<file path="config.mk">
export PLATFORM = sky130hd
export DESIGN_NAME = ethernet_inet_checksum_engine
export DESIGN_NICKNAME = d
export VERILOG_FILES = /design/src/rtl/eth_csum_pkg.sv /design/src/rtl/ethernet_csum_fold.sv /design/src/rtl/ethernet_inet_checksum_engine.sv
export SDC_FILE = /design/constraint.sdc
export NUM_CORES = 1
export LEC_CHECK = 0
export BUFFER_PORTS_ARGS = -buffer_cell sky130_fd_sc_hd__buf_2
export CAP_MARGIN = 0
export CELL_PAD_IN_SITES_DETAIL_PLACEMENT = 1
export CELL_PAD_IN_SITES_GLOBAL_PLACEMENT = 2
export CORE_ASPECT_RATIO = 1.2
export CORE_MARGIN = 8
export CORE_UTILIZATION = 24
export CTS_BUF_LIST = sky130_fd_sc_hd__clkbuf_4 sky130_fd_sc_hd__clkbuf_8 sky130_fd_sc_hd__clkbuf_16
export DETAILED_ROUTE_END_ITERATION = 12
export PLACE_DENSITY_LB_ADDON = 0.15
export SYNTH_ARGS = -nofsm -noshare
export SYNTH_HDL_FRONTEND = slang
export SYNTH_SLANG_ARGS = --single-unit
</file>
<file path="constraint.sdc">
create_clock -name i_clk -period 13.9 [get_ports i_clk]
set_input_delay 2.78 -clock i_clk [delete_from_list [all_inputs] [get_ports i_clk]]
set_output_delay 2.78 -clock i_clk [all_outputs]
set_load 0.01 [all_outputs]
</file>
<file path="src/rtl/eth_csum_pkg.sv">
// eth_csum_pkg: shared state type and ones-complement helpers for the checksum engine
package eth_csum_pkg;
  localparam int CSUM_W = 16;
  typedef enum logic {IDLE, ACCUM} state_t;
  // Add two values of the given width with end-around carry; operands must fit in width bits.
  function automatic logic [63:0] ones_add(input logic [63:0] a, input logic [63:0] b, input int width);
    logic [64:0] s;
    logic [64:0] c;
    logic [63:0] m;
    m = (width >= 64) ? '1 : (64'd1 << width) - 64'd1;
    s = {1'b0, a} + {1'b0, b};
    c = s >> width;
    return 64'((s & {1'b0, m}) + c);
  endfunction
  // One fold step: low 16 bits plus everything above them.
  function automatic logic [63:0] fold16(input logic [63:0] acc);
    return {48'd0, acc[CSUM_W-1:0]} + (acc >> CSUM_W);
  endfunction
endpackage

</file>
<file path="src/rtl/ethernet_csum_fold.sv">
// ethernet_csum_fold: capture, two-stage fold and invert of a finished frame sum
module ethernet_csum_fold
  import eth_csum_pkg::*;
#(
  parameter int ACC_W = 32
) (
  input  logic             i_clk,
  input  logic             i_reset,
  input  logic             i_vld,
  input  logic             i_en,
  input  logic             i_err,
  input  logic [ACC_W-1:0] i_acc,
  output logic [15:0]      o_csum,
  output logic             o_csum_valid,
  output logic             o_csum_ok,
  output logic             o_start_err
);
  logic [ACC_W-1:0] acc_q, s1_q, s1_d;
  logic [15:0] s2_q, s2_d, csum_q;
  logic [1:0] sb0_q, sb1_q, sb2_q;
  logic valid_q, ok_q, err_q;
  // Fold arithmetic between pipeline registers.
  always_comb begin
    s1_d = ACC_W'(fold16(64'(acc_q)));
    s2_d = 16'(fold16(64'(s1_q)));
  end
  // Sideband {result strobe, start error strobe} travels alongside the data.
  always_ff @(posedge i_clk) begin
    if (i_reset) begin
      acc_q <= '0;
      s1_q <= '0;
      s2_q <= '0;
      sb0_q <= '0;
      sb1_q <= '0;
      sb2_q <= '0;
      csum_q <= '0;
      valid_q <= 1'b0;
      ok_q <= 1'b0;
      err_q <= 1'b0;
    end else begin
      acc_q <= i_acc;
      sb0_q <= {i_vld & i_en & ~i_err, i_vld & i_err};
      s1_q <= s1_d;
      sb1_q <= sb0_q;
      s2_q <= s2_d;
      sb2_q <= sb1_q;
      valid_q <= sb2_q[1];
      err_q <= sb2_q[0];
      csum_q <= sb2_q[1] ? ~s2_q : csum_q;
      ok_q <= sb2_q[1] ? (s2_q == 16'hFFFF) : ok_q;
    end
  end
  assign o_csum = csum_q;
  assign o_csum_valid = valid_q;
  assign o_csum_ok = ok_q;
  assign o_start_err = err_q;
endmodule

</file>
<file path="src/rtl/ethernet_inet_checksum_engine.sv">
// ethernet_inet_checksum_engine: RFC 1071 checksum tap on an AXI-Stream receive bus
module ethernet_inet_checksum_engine
  import eth_csum_pkg::*;
#(
  parameter int DATA_W = 64,
  parameter int ACC_W  = 32,
  parameter int OFS_W  = 14
) (
  input  logic                  i_clk,
  input  logic                  i_reset,
  input  logic                  i_rx_axis_tvalid,
  input  logic [DATA_W-1:0]     i_rx_axis_tdata,
  input  logic [DATA_W/8-1:0]   i_rx_axis_tkeep,
  input  logic                  i_rx_axis_tlast,
  input  logic [OFS_W-1:0]      i_csum_start,
  input  logic [ACC_W-1:0]      i_seed,
  input  logic                  i_seed_valid,
  input  logic                  i_frame_en,
  output logic [15:0]           o_csum,
  output logic                  o_csum_valid,
  output logic                  o_csum_ok,
  output logic                  o_start_err
);
  localparam int KEEP_W = DATA_W / 8;
  localparam int NW = DATA_W / 16;
  state_t state_q, state_d;
  logic [ACC_W-1:0] acc_q, acc_d, seed_q, seed_d, cur_seed, bsum, nsum, total;
  logic [31:0] pos_q, pos_d, cur_pos;
  logic [OFS_W-1:0] start_q, start_d, cur_start;
  logic [KEEP_W-1:0] lane_en;
  logic first;
  // Per-beat byte selection, word summing and next-state; the first beat of a frame ignores held state.
  always_comb begin
    first = state_q == IDLE;
    cur_start = first ? i_csum_start : start_q;
    cur_pos = first ? '0 : pos_q;
    cur_seed = i_seed_valid ? i_seed : (first ? '0 : seed_q);
    lane_en = '0;
    for (int k = 0; k < KEEP_W; k++) lane_en[k] = i_rx_axis_tkeep[k] && (cur_pos + 32'(k) >= 32'(cur_start));
    bsum = '0;
    for (int j = 0; j < NW; j++)
      bsum = ACC_W'(ones_add(64'(bsum), {48'd0, lane_en[2*j] ? i_rx_axis_tdata[16*j +: 8] : 8'h00,
                                         lane_en[2*j+1] ? i_rx_axis_tdata[16*j+8 +: 8] : 8'h00}, ACC_W));
    nsum = ACC_W'(ones_add(first ? 64'd0 : 64'(acc_q), 64'(bsum), ACC_W));
    total = ACC_W'(ones_add(64'(nsum), 64'(cur_seed), ACC_W));
    state_d = i_rx_axis_tvalid ? (i_rx_axis_tlast ? IDLE : ACCUM) : state_q;
    acc_d = i_rx_axis_tvalid ? nsum : acc_q;
    pos_d = i_rx_axis_tvalid ? cur_pos + 32'(KEEP_W) : pos_q;
    start_d = i_rx_axis_tvalid ? cur_start : start_q;
    seed_d = i_rx_axis_tvalid ? cur_seed : seed_q;
  end
  // Frame accumulator state.
  always_ff @(posedge i_clk) begin
    if (i_reset) begin
      state_q <= IDLE;
      acc_q <= '0;
      pos_q <= '0;
      start_q <= '0;
      seed_q <= '0;
    end else begin
      state_q <= state_d;
      acc_q <= acc_d;
      pos_q <= pos_d;
      start_q <= start_d;
      seed_q <= seed_d;
    end
  end
  ethernet_csum_fold #(.ACC_W(ACC_W)) u_fold (
    .i_clk        (i_clk),
    .i_reset      (i_reset),
    .i_vld        (i_rx_axis_tvalid & i_rx_axis_tlast),
    .i_en         (i_frame_en),
    .i_err        (cur_start[0]),
    .i_acc        (total),
    .o_csum       (o_csum),
    .o_csum_valid (o_csum_valid),
    .o_csum_ok    (o_csum_ok),
    .o_start_err  (o_start_err)
  );
endmodule

</file>
==> results of run 1 <==
[state kept, by name (all words and copies together) (netlist names), 2 cells and up]
signal and flops:
acc_q 32, pos_q 32, seed_q 32, start_q 14
u_fold.acc_q 32, u_fold.o_csum 16, u_fold.s1_q 17, u_fold.s2_q 16
u_fold.sb0_q 2, u_fold.sb1_q 2, u_fold.sb2_q 2
[cell type report]
type / count / share of cell area
diodes: 1 / 0.0000937
flip-flops and latches: 201 / 0.151
clock inverters: 16 / 0.00839
multi-input cells: 2332 / 0.597
repair buffers: 548 / 0.143
clock buffers: 38 / 0.0306
inverters: 116 / 0.0163
well taps: 1140 / 0.0534
[power groups by stage]
stage / Combinational (W) / Clock, W / Sequential [W]
global route: 0.000316 / 0.000879 / 0.000613
CTS: 0.000285 / 0.000862 / 0.000611
global placement: 0.000278 / 0 / 0.000622
finish: 0.000286 / 0.000821 / 0.000611
detailed placement: 0.000283 / 0 / 0.000623
floorplan: 0.000154 / 0 / 0.000618
[worst max-delay path: cells and delay by family]
family                   cells  cell delay [ns]
buffers and inverters       11             1.49
XOR/XNOR                     1             0.20
AND/OR/NAND/NOR             14             2.93
multiplexers                 1             0.14
AO/OA/AOI/OAI               20             3.50
adder cells (fa/ha/maj)      8             2.79
[placed cells by master (no fill, tap or decap), types with 46 or more instances in the layout]
cell type and count:
nor2_1 307, inv_1 107, a21o_1 50, nand4_1 57, buf_4 402, nor3_1 61
dfxtp_1 200, ha_1 174, xnor2_1 140, and2_1 54, buf_2 139, o21ai_0 131
a21oi_1 177, nand2_1 397, fa_1 46, xor2_1 70, nand3_1 94
[how the worst max path moves through the flow]
stage,to,slack (ns),cells past startpoint
2_1_floorplan,u_fold.acc_q[30]$_SDFF_PP0_,0.02,71
3_3_place_gp,u_fold.acc_q[24]$_SDFF_PP0_,-0.86,54
3_5_place_dp,u_fold.acc_q[30]$_SDFF_PP0_,-0.98,54
4_1_cts,u_fold.acc_q[27]$_SDFF_PP0_,0.03,53
5_1_grt,u_fold.acc_q[27]$_SDFF_PP0_,-0.14,53
6_report,u_fold.acc_q[27]$_SDFF_PP0_,0.49,55
[per-layer routing]
metal,up-vias,routed length (um),track usage
li1,10800,-,-
met1,11000,40000,0.223
met2,342,53200,0.397
met3,177,2590,0.0181
met4,2,5230,0.0949
met5,-,11,0
[cell families after synthesis]
family                     share of synthesized area
AOI/OAI and AO/OA                              0.209
xor gates and xnor gates                      0.0903
DFF                                            0.195
adders and majority gates                      0.158
and+or+nand+nor                                0.275
buffers and inverters                         0.0520
muxes                                         0.0215
[stage by stage]
step	total power [W]	util	setup TNS, ns	std cells	setup WS (ns)
floorplan	0.000772	-	0	2805	0.0230
global placement	0.000900	0.294	-18.74	4324	-0.861
detailed placement	0.000907	0.294	-21.85	4324	-0.979
CTS	0.00176	0.307	0	4378	0.0289
global route	0.00181	0.311	-1.35	4391	-0.136
finish	0.00172	0.311	0	4392	0.490
[Yosys cell counts, types with 50 or more instances]
cell type  count  area share
nand4_1       57       0.017
ha_1         183        0.11
a21oi_1      184       0.045
nor2_1       308       0.056
xnor2_1      141       0.060
xor2_1        72       0.031
a21o_1        50       0.018
nand2_1      398       0.072
and2_1        58       0.018
clkbuf_1     108       0.020
inv_1        111       0.020
dfxtp_1      201        0.19
nand3_1       95       0.023
o21ai_0      136       0.033
nor3_1        66       0.016
[timing repair]
action,in CTS,in global routing
resized for setup,14,69
setup buffers,0,12
hold buffers,0,0
gates cloned,0,1
pin swaps,12,39
setup endpoints to repair,22,28
==> results.ini, run 1 <==
[worst_setup_path]
worstPathArrival_ns = 13.87
path_class = primary input to register
crit_fanout = 7
r2r_start = state_q$_SDFFE_PP0P_
rr_worst_depth = 59
startpoint = i_csum_start[13]
crit_slowest_cell = fa_1
slowest_delay_ns = 0.53
crit_path_frequent_cell = buf_4
r2r_end = u_fold.acc_q[27]$_SDFF_PP0_
ff2ff_setup_slack_ns = 0.71
crit_path_start_kind = primary input
required_ns = 14.36
endpoint_kind = register

[logic_synthesis]
syn_nets = 3161
yosysWarnings = 0
synth-seq-cells = 201
mappedNetlistArea_um2 = 20700
synth_edf_count = 0
synth_area_per_cell_um2 = 7.37
synth.distinct_cells = 99
async_flop_share = 0
ys.flop_type = dfxtp_1
synth_cells = 2805
synth-seq-area-share = 0.195

[die]
rows = 118
core_area_um2 = 85800
die_x_um = 284
start_util = 0.241
ios = 143
chipHeight_um = 337
die_area_um2 = 95800

[power]
p_per_area_nw_per_um2 = 64.3
p_int_w = 0.00121
leakage_nw = 11.7
vdd_drop_max_v = 0.0000964
switching_power_w = 0.000513
p_comb_frac = 0.166
swShare = 0.298
p_seq_frac = 0.356
clockPowerShare = 0.478

[sta]
drv_slew = 0
fin_crit_sh = 0.965
rsz0062_at_grt = true
whs_ns = 0.440
hold_viol = 0
max_freq_mhz = 74.6
fin_skew_ns = 0.0182
slew_headroom = 0.246
worst_pin_slew_ns = 1.13
setup_viol = 0
fin_crit_ns = 13.41

[detailed_routing]
wl_per_cell_um = 23.0
postRouteAntennaNets = 0
drt-initial-drc-count = 933
via_per_inst = 5.07
drc_errors = 0
dr.pass1.iters = 5
finalWirelength_um = 101000
dr_total_vias = 22300

[placed_design]
post_dp_cell_area_um2 = 25200
gp_congestion = 0.930
port_buffers = 142
dpl.hpwl_um = 80500

[min_path]
worstHoldPathCells = 1
min_from = u_fold.s2_q[3]$_SDFF_PP0_
hold_end = u_fold.o_csum[3]$_SDFFE_PP0P_
hp-class = register to register

[clock_tree]
cts_inserted_buffers = 29
htree_num_levels = 1
cts.root.buffer_cell = clkbuf_16
clock-sinks = 201
cts_buffer_depth = 3
clkTransAtPathRegs_ns = 0.06
tritoncts = yes
clock_latency_ns = 0.63

[cells_and_area]
nets = 3584
synthToLayoutAreaGrowth_pct = 29.3
multi_input_area_um2 = 16000
drive_above_1_share = 0.224
fill_cells = 10400
seq_area_um2 = 4030
final_area_um2 = 26700

[global_route]
track_usage = 0.205
grt_pass1_vias = 24100
grt_overflow = 0
grt_max_degree = 112
grt_antenna_before_repair = 3
grt_pass1_wl_um = 152000

[flow_run]
max_cap_violations = 0

[run_status]
status = finished, final reports clean

No activity file was read; power rests on OpenSTA's default activity.
==> inputs of run 2 (changes only) <==
--- a/config.mk
+++ b/config.mk
@@ -11,7 +11,7 @@
 export CELL_PAD_IN_SITES_GLOBAL_PLACEMENT = 2
 export CORE_ASPECT_RATIO = 1.2
 export CORE_MARGIN = 8
-export CORE_UTILIZATION = 24
+export CORE_UTILIZATION = 33
 export CTS_BUF_LIST = sky130_fd_sc_hd__clkbuf_4 sky130_fd_sc_hd__clkbuf_8 sky130_fd_sc_hd__clkbuf_16
 export DETAILED_ROUTE_END_ITERATION = 12
 export PLACE_DENSITY_LB_ADDON = 0.15
==> run 2 against run 1 <==
  * Non-clock buffer count fell by 109
  * Count of clock-buffer cells in the layout fell by 1
  * Sequential cell count did not move
  * Fmax down 0.99%
  * Largest cell class unchanged
  * Total power decreased by 5.9%
  * Sequential share of layout area increased by 0.81 points
  * Cell count fell by 9.9%
  * Critical path type unchanged
  * Clock skew up 0.0084 ns
==> results.ini, run 2 (same netlist as run 1, synthesis figures left out) <==
[worst_setup_path]
slowest_delay_ns = 0.55
crit_fanout = 8
path_class = primary input to register
required_ns = 14.32
crit_slowest_cell = fa_1
crit_path_frequent_cell = a21o_1
worstPathArrival_ns = 13.96
r2r_end = u_fold.acc_q[30]$_SDFF_PP0_
rr_worst_depth = 57
ff2ff_setup_slack_ns = 0.56
crit_path_start_kind = primary input
r2r_start = state_q$_SDFFE_PP0P_
endpoint_kind = register

[power]
swShare = 0.301
clockPowerShare = 0.453
p_per_area_nw_per_um2 = 63.8
p_seq_frac = 0.378
leakage_nw = 11.1
p_int_w = 0.00113
vdd_drop_max_v = 0.0000846
switching_power_w = 0.000487
p_comb_frac = 0.169

[sta]
rsz0062_at_grt = true
slew_headroom = 0.210
max_freq_mhz = 73.8
drv_slew = 0
worst_pin_slew_ns = 1.17
hold_viol = 0
setup_viol = 0
final.setup.tns_ns = 0
whs_ns = 0.439
fin_crit_ns = 13.54
setup_ws_ns = 0.356
fin_crit_sh = 0.974
fin_skew_ns = 0.0266

[clock_tree]
clkTransAtPathRegs_ns = 0.06
clock-sinks = 201
cts.root.buffer_cell = clkbuf_16
tritoncts = yes
cts_buffer_depth = 3
ctsHoldBuffers = 0
cts_inserted_buffers = 28
htree_num_levels = 1
clock_latency_ns = 0.60

[global_route]
grt.busiest_layer = met2
gr-usage-met2 = 0.485
grt_use_met1 = 0.271
met3_usage = 0.0236
grt_pass1_wl_um = 143000
track_usage = 0.255
grt_antenna_before_repair = 0
grt_pass1_vias = 23900
grt_overflow = 0
grt_max_degree = 128

[cells_and_area]
final_common_cell = nand2_1
diodes = 0
final_cell_mix = 397 x nand2_1, 307 x nor2_1, 292 x buf_4
nets = 3474
fill_cells = 7754
drive_above_1_share = 0.195
fin_util = 0.409
synthToLayoutAreaGrowth_pct = 22.7

[min_path]
hold_end = u_fold.o_csum[4]$_SDFFE_PP0P_
worstHoldPathCells = 1
hp-class = register to register
min_from = u_fold.s2_q[4]$_SDFF_PP0_

[detailed_routing]
drt-initial-drc-count = 1042
drc_errors = 0
dr.pass1.iters = 5
dr_total_vias = 22200
finalWirelength_um = 93800
postRouteAntennaNets = 0
via_per_inst = 5.62
wl_per_cell_um = 23.7

[placed_design]
port_buffers = 142
gp_congestion = 0.962
place_ws_ns = -0.775
dpl.hpwl_um = 74900

[die]
core_area_um2 = 61900
ios = 143
chipHeight_um = 290
die_x_um = 244
die_area_um2 = 70900
start_util = 0.334
rows = 100

[flow_run]
max_cap_violations = 0

[run_status]
status = finished, final reports clean

[run 2: what timing repair did]
item                                    CTS  global route
cloned                                    0             1
buffers inserted                          0             7
pin swaps                                 0            57
gates resized for setup                   4            74
endpoints found under the setup margin   19            30
[run 2: metrics by stage]
step	std cells	total power, W	area [um^2]
floorplan	2805	0.000772	20700
global placement	3896	0.000881	24000
detailed placement	3896	0.000890	24000
CTS	3948	0.00164	24900
global route	3956	0.00169	25300
finish	3956	0.00162	25300
[run 2: worst max-delay path, delay by kind of cell]
family                   cells  cell delay, ns
buffers and inverters        5            0.44
adder cells (fa/ha/maj)     10            3.14
multiplexers                 1            0.19
AO/OA/AOI/OAI               21            3.91
AND/OR/NAND/NOR             17            3.51
[run 2: cell type report]
| cell class | instances | area, um^2 | area share |
|---|---|---|---|
| multi-input cells | 2332 | 15900 | 0.629 |
| flip-flops and latches | 201 | 4030 | 0.159 |
| repair buffers | 439 | 3000 | 0.118 |
| well taps | 816 | 1020 | 0.0403 |
| clock buffers | 37 | 800 | 0.0315 |
| inverters | 116 | 435 | 0.0172 |
| clock inverters | 15 | 134 | 0.00528 |
[run 2: per-layer routing]
| metal | vias to the layer above | wire length, um |
|---|---|---|
| met4 | 0 | 6070 |
| met1 | 11000 | 35900 |
| met3 | 220 | 2850 |
| met2 | 475 | 49000 |
| li1 | 10600 | - |
| met5 | - | 0 |
[run 2: worst max-delay path by stage]
stage                         startpoint                     endpoint  slack (ns)  cells after the start
floorplan           state_q$_SDFFE_PP0P_  u_fold.acc_q[30]$_SDFF_PP0_        0.02                     71
global placement         i_csum_start[9]  u_fold.acc_q[28]$_SDFF_PP0_       -0.59                     54
detailed placement       i_csum_start[9]  u_fold.acc_q[30]$_SDFF_PP0_       -0.77                     54
CTS                      i_csum_start[9]  u_fold.acc_q[30]$_SDFF_PP0_        0.01                     54
global route            i_csum_start[10]  u_fold.acc_q[28]$_SDFF_PP0_       -0.20                     53
finish                   i_csum_start[0]  u_fold.acc_q[30]$_SDFF_PP0_        0.36                     54
[run 2: power by group through the flow]
stage	Sequential [W]	Clock [W]	Combinational (W)
finish	0.000611	0.000733	0.000273
global route	0.000613	0.000781	0.000300
global placement	0.000623	0	0.000258
detailed placement	0.000624	0	0.000266
floorplan	0.000618	0	0.000154
CTS	0.000611	0.000758	0.000268
==> inputs of run 3 (changes only) <==
--- a/config.mk
+++ b/config.mk
@@ -10,11 +10,11 @@
 export CELL_PAD_IN_SITES_DETAIL_PLACEMENT = 1
 export CELL_PAD_IN_SITES_GLOBAL_PLACEMENT = 2
 export CORE_ASPECT_RATIO = 1.2
-export CORE_MARGIN = 8
 export CORE_UTILIZATION = 33
 export CTS_BUF_LIST = sky130_fd_sc_hd__clkbuf_4 sky130_fd_sc_hd__clkbuf_8 sky130_fd_sc_hd__clkbuf_16
 export DETAILED_ROUTE_END_ITERATION = 12
 export PLACE_DENSITY_LB_ADDON = 0.15
+export SETUP_SLACK_MARGIN = 0.5
 export SYNTH_ARGS = -nofsm -noshare
 export SYNTH_HDL_FRONTEND = slang
 export SYNTH_SLANG_ARGS = --single-unit
==> run 3 against run 2 <==
  * Routed wire length down 2.0%
  * Clock skew decreased by 0.010 ns
  * Critical path depth up 1
  * Via count shrank 0.40%
  * Cell count rose by 0.30%
  * Core utilization increased by 0.73 points
  * Total power fell by 0.73%
  * Clock power down 2%
  * Global-route usage rose by 3.1 points
  * Largest cell class unchanged
  * Largest power group unchanged
  * Highest routed layer unchanged
==> results.ini, run 3 (same netlist as run 1, synthesis figures left out) <==
[die]
die_x_um = 230
ios = 143
start_util = 0.334
core_area_um2 = 61900
die_area_um2 = 63600
rows = 100
chipHeight_um = 276

[power]
swShare = 0.298
switching_power_w = 0.000479
leakage_nw = 11.3
p_per_area_nw_per_um2 = 62.2
vdd_drop_max_v = 0.0000769
p_seq_frac = 0.381
clockPowerShare = 0.448
p_int_w = 0.00113
p_comb_frac = 0.171

[clock_tree]
cts_inserted_buffers = 26
tritoncts = yes
htree_num_levels = 1
cts_buffer_depth = 3
clock-sinks = 201
ctsHoldBuffers = 0
clkTransAtPathRegs_ns = 0.06
cts.root.buffer_cell = clkbuf_16
clock_latency_ns = 0.59

[worst_setup_path]
crit_slowest_cell = fa_2
slowest_delay_ns = 0.59
startpoint = i_csum_start[9]
worstPathArrival_ns = 14.03
required_ns = 14.33
crit_path_frequent_cell = buf_4
crit_fanout = 5
path_class = primary input to register
r2r_start = state_q$_SDFFE_PP0P_
crit_path_start_kind = primary input
rr_worst_depth = 55
endpoint_kind = register

[cells_and_area]
final_area_um2 = 25800
seq_area_um2 = 4030
drive_above_1_share = 0.212
nets = 3489
final_cell_mix = 396 x nand2_1, 305 x nor2_1, 304 x buf_4
synthToLayoutAreaGrowth_pct = 24.8
fill_cells = 7641
diodes = 0
finalNonFillerCells = 3968
final_common_cell = nand2_1
multi_input_area_um2 = 16300
fin_util = 0.416

[sta]
slew_headroom = 0.243
fin_skew_ns = 0.0162
max_freq_mhz = 73.5
hold_viol = 0
fin_crit_ns = 13.60
rsz0062_at_grt = true
worst_pin_slew_ns = 1.12
final.setup.tns_ns = 0
setup_ws_ns = 0.303
drv_slew = 0
setup_viol = 0
fin_crit_sh = 0.978

[placed_design]
port_buffers = 142
place_inst = 3886
gp_congestion = 0.964
place_ws_ns = -0.902
post_dp_cell_area_um2 = 24000
dpl.hpwl_um = 73500

[global_route]
grt_pass1_vias = 23700
gr-usage-met2 = 0.536
track_usage = 0.286
grt_antenna_before_repair = 0
grt.busiest_layer = met2
grt_pass1_wl_um = 141000
met3_usage = 0.0254
grt_use_met1 = 0.314
grt_max_degree = 86
grt_overflow = 0

[detailed_routing]
drt-initial-drc-count = 990
wl_per_cell_um = 23.2
via_per_inst = 5.58
drc_errors = 0
postRouteAntennaNets = 0
finalWirelength_um = 92000
dr.pass1.iters = 5
dr_total_vias = 22200

[min_path]
worstHoldPathCells = 1
hp-class = register to register
min_from = u_fold.s2_q[6]$_SDFF_PP0_

[run_status]
status = finished, final reports clean

[flow_run]
max_cap_violations = 0

==> run 3: changes by cell type in the layout (fill, tap and decap cells not counted), moves of 4 or more <==
cell | previous run | this run
xnor2_1 | 141 | 133
o21ai_0 | 132 | 128
buf_4 | 292 | 304
a21oi_1 | 178 | 174
ha_4 | 8 | 15
xnor2_2 | 0 | 8
ha_1 | 172 | 165
buf_6 | 6 | 11
==> run 3: layout make-up <==
cell class | instances | area share
inverter | 116 | 0.0169
tap | 816 | 0.0396
sequential | 201 | 0.156
clock buffer | 35 | 0.0293
multi-input combinational | 2332 | 0.631
timing repair buffer | 456 | 0.122
clock inverter | 12 | 0.00538
==> run 3: worst paths after layout <==
kind                              endpoint  slack [ns]
min          u_fold.o_csum[6]$_SDFFE_PP0P_        0.44
max reg2reg    u_fold.acc_q[18]$_SDFF_PP0_        0.74
min reg2reg  u_fold.o_csum[6]$_SDFFE_PP0P_        0.44
max            u_fold.acc_q[18]$_SDFF_PP0_        0.30
==> run 3: what timing repair did <==
item                                    4_1_cts  5_1_grt
pin swaps                                    67       68
endpoints found under the hold margin         0        0
setup buffers                                17       17
gates cloned                                  1        0
gates resized for setup                      68       62
endpoints found under the setup margin       31       30
==> run 3: metrics by stage <==
stage	hold slack [ns]	power, W
after floorplan	0.414	0.000775
after global placement	0.431	0.000881
after detailed placement	0.429	0.000889
after CTS	0.438	0.00162
after global routing	0.450	0.00168
final	0.435	0.00160
==> run 3: metal layers <==
layer  wire length, um  share of wire  up-vias
met3              2850          0.031      204
met1             36000           0.39    10900
met5                 0              0        -
met2             47400           0.52      446
li1                  -              -    10600
met4              5690          0.062        0
==> run 3: power by group through the flow <==
stage / Clock (W) / Combinational (W) / Sequential, W
3_5_place_dp: 0 / 0.000266 / 0.000623
5_1_grt: 0.000765 / 0.000302 / 0.000613
4_1_cts: 0.000743 / 0.000271 / 0.000611
2_1_floorplan: 0 / 0.000157 / 0.000618
3_3_place_gp: 0 / 0.000258 / 0.000623
6_report: 0.000719 / 0.000275 / 0.000611
==> run 3: worst max-delay path: cells and delay by family <==
kind            cells  cell delay, ns
compound gates     17            3.41
simple gates       18            3.32
fa+ha+maj           9            2.97
buf+inv             8            1.07
xor+xnor            2            0.28
mux                 1            0.18
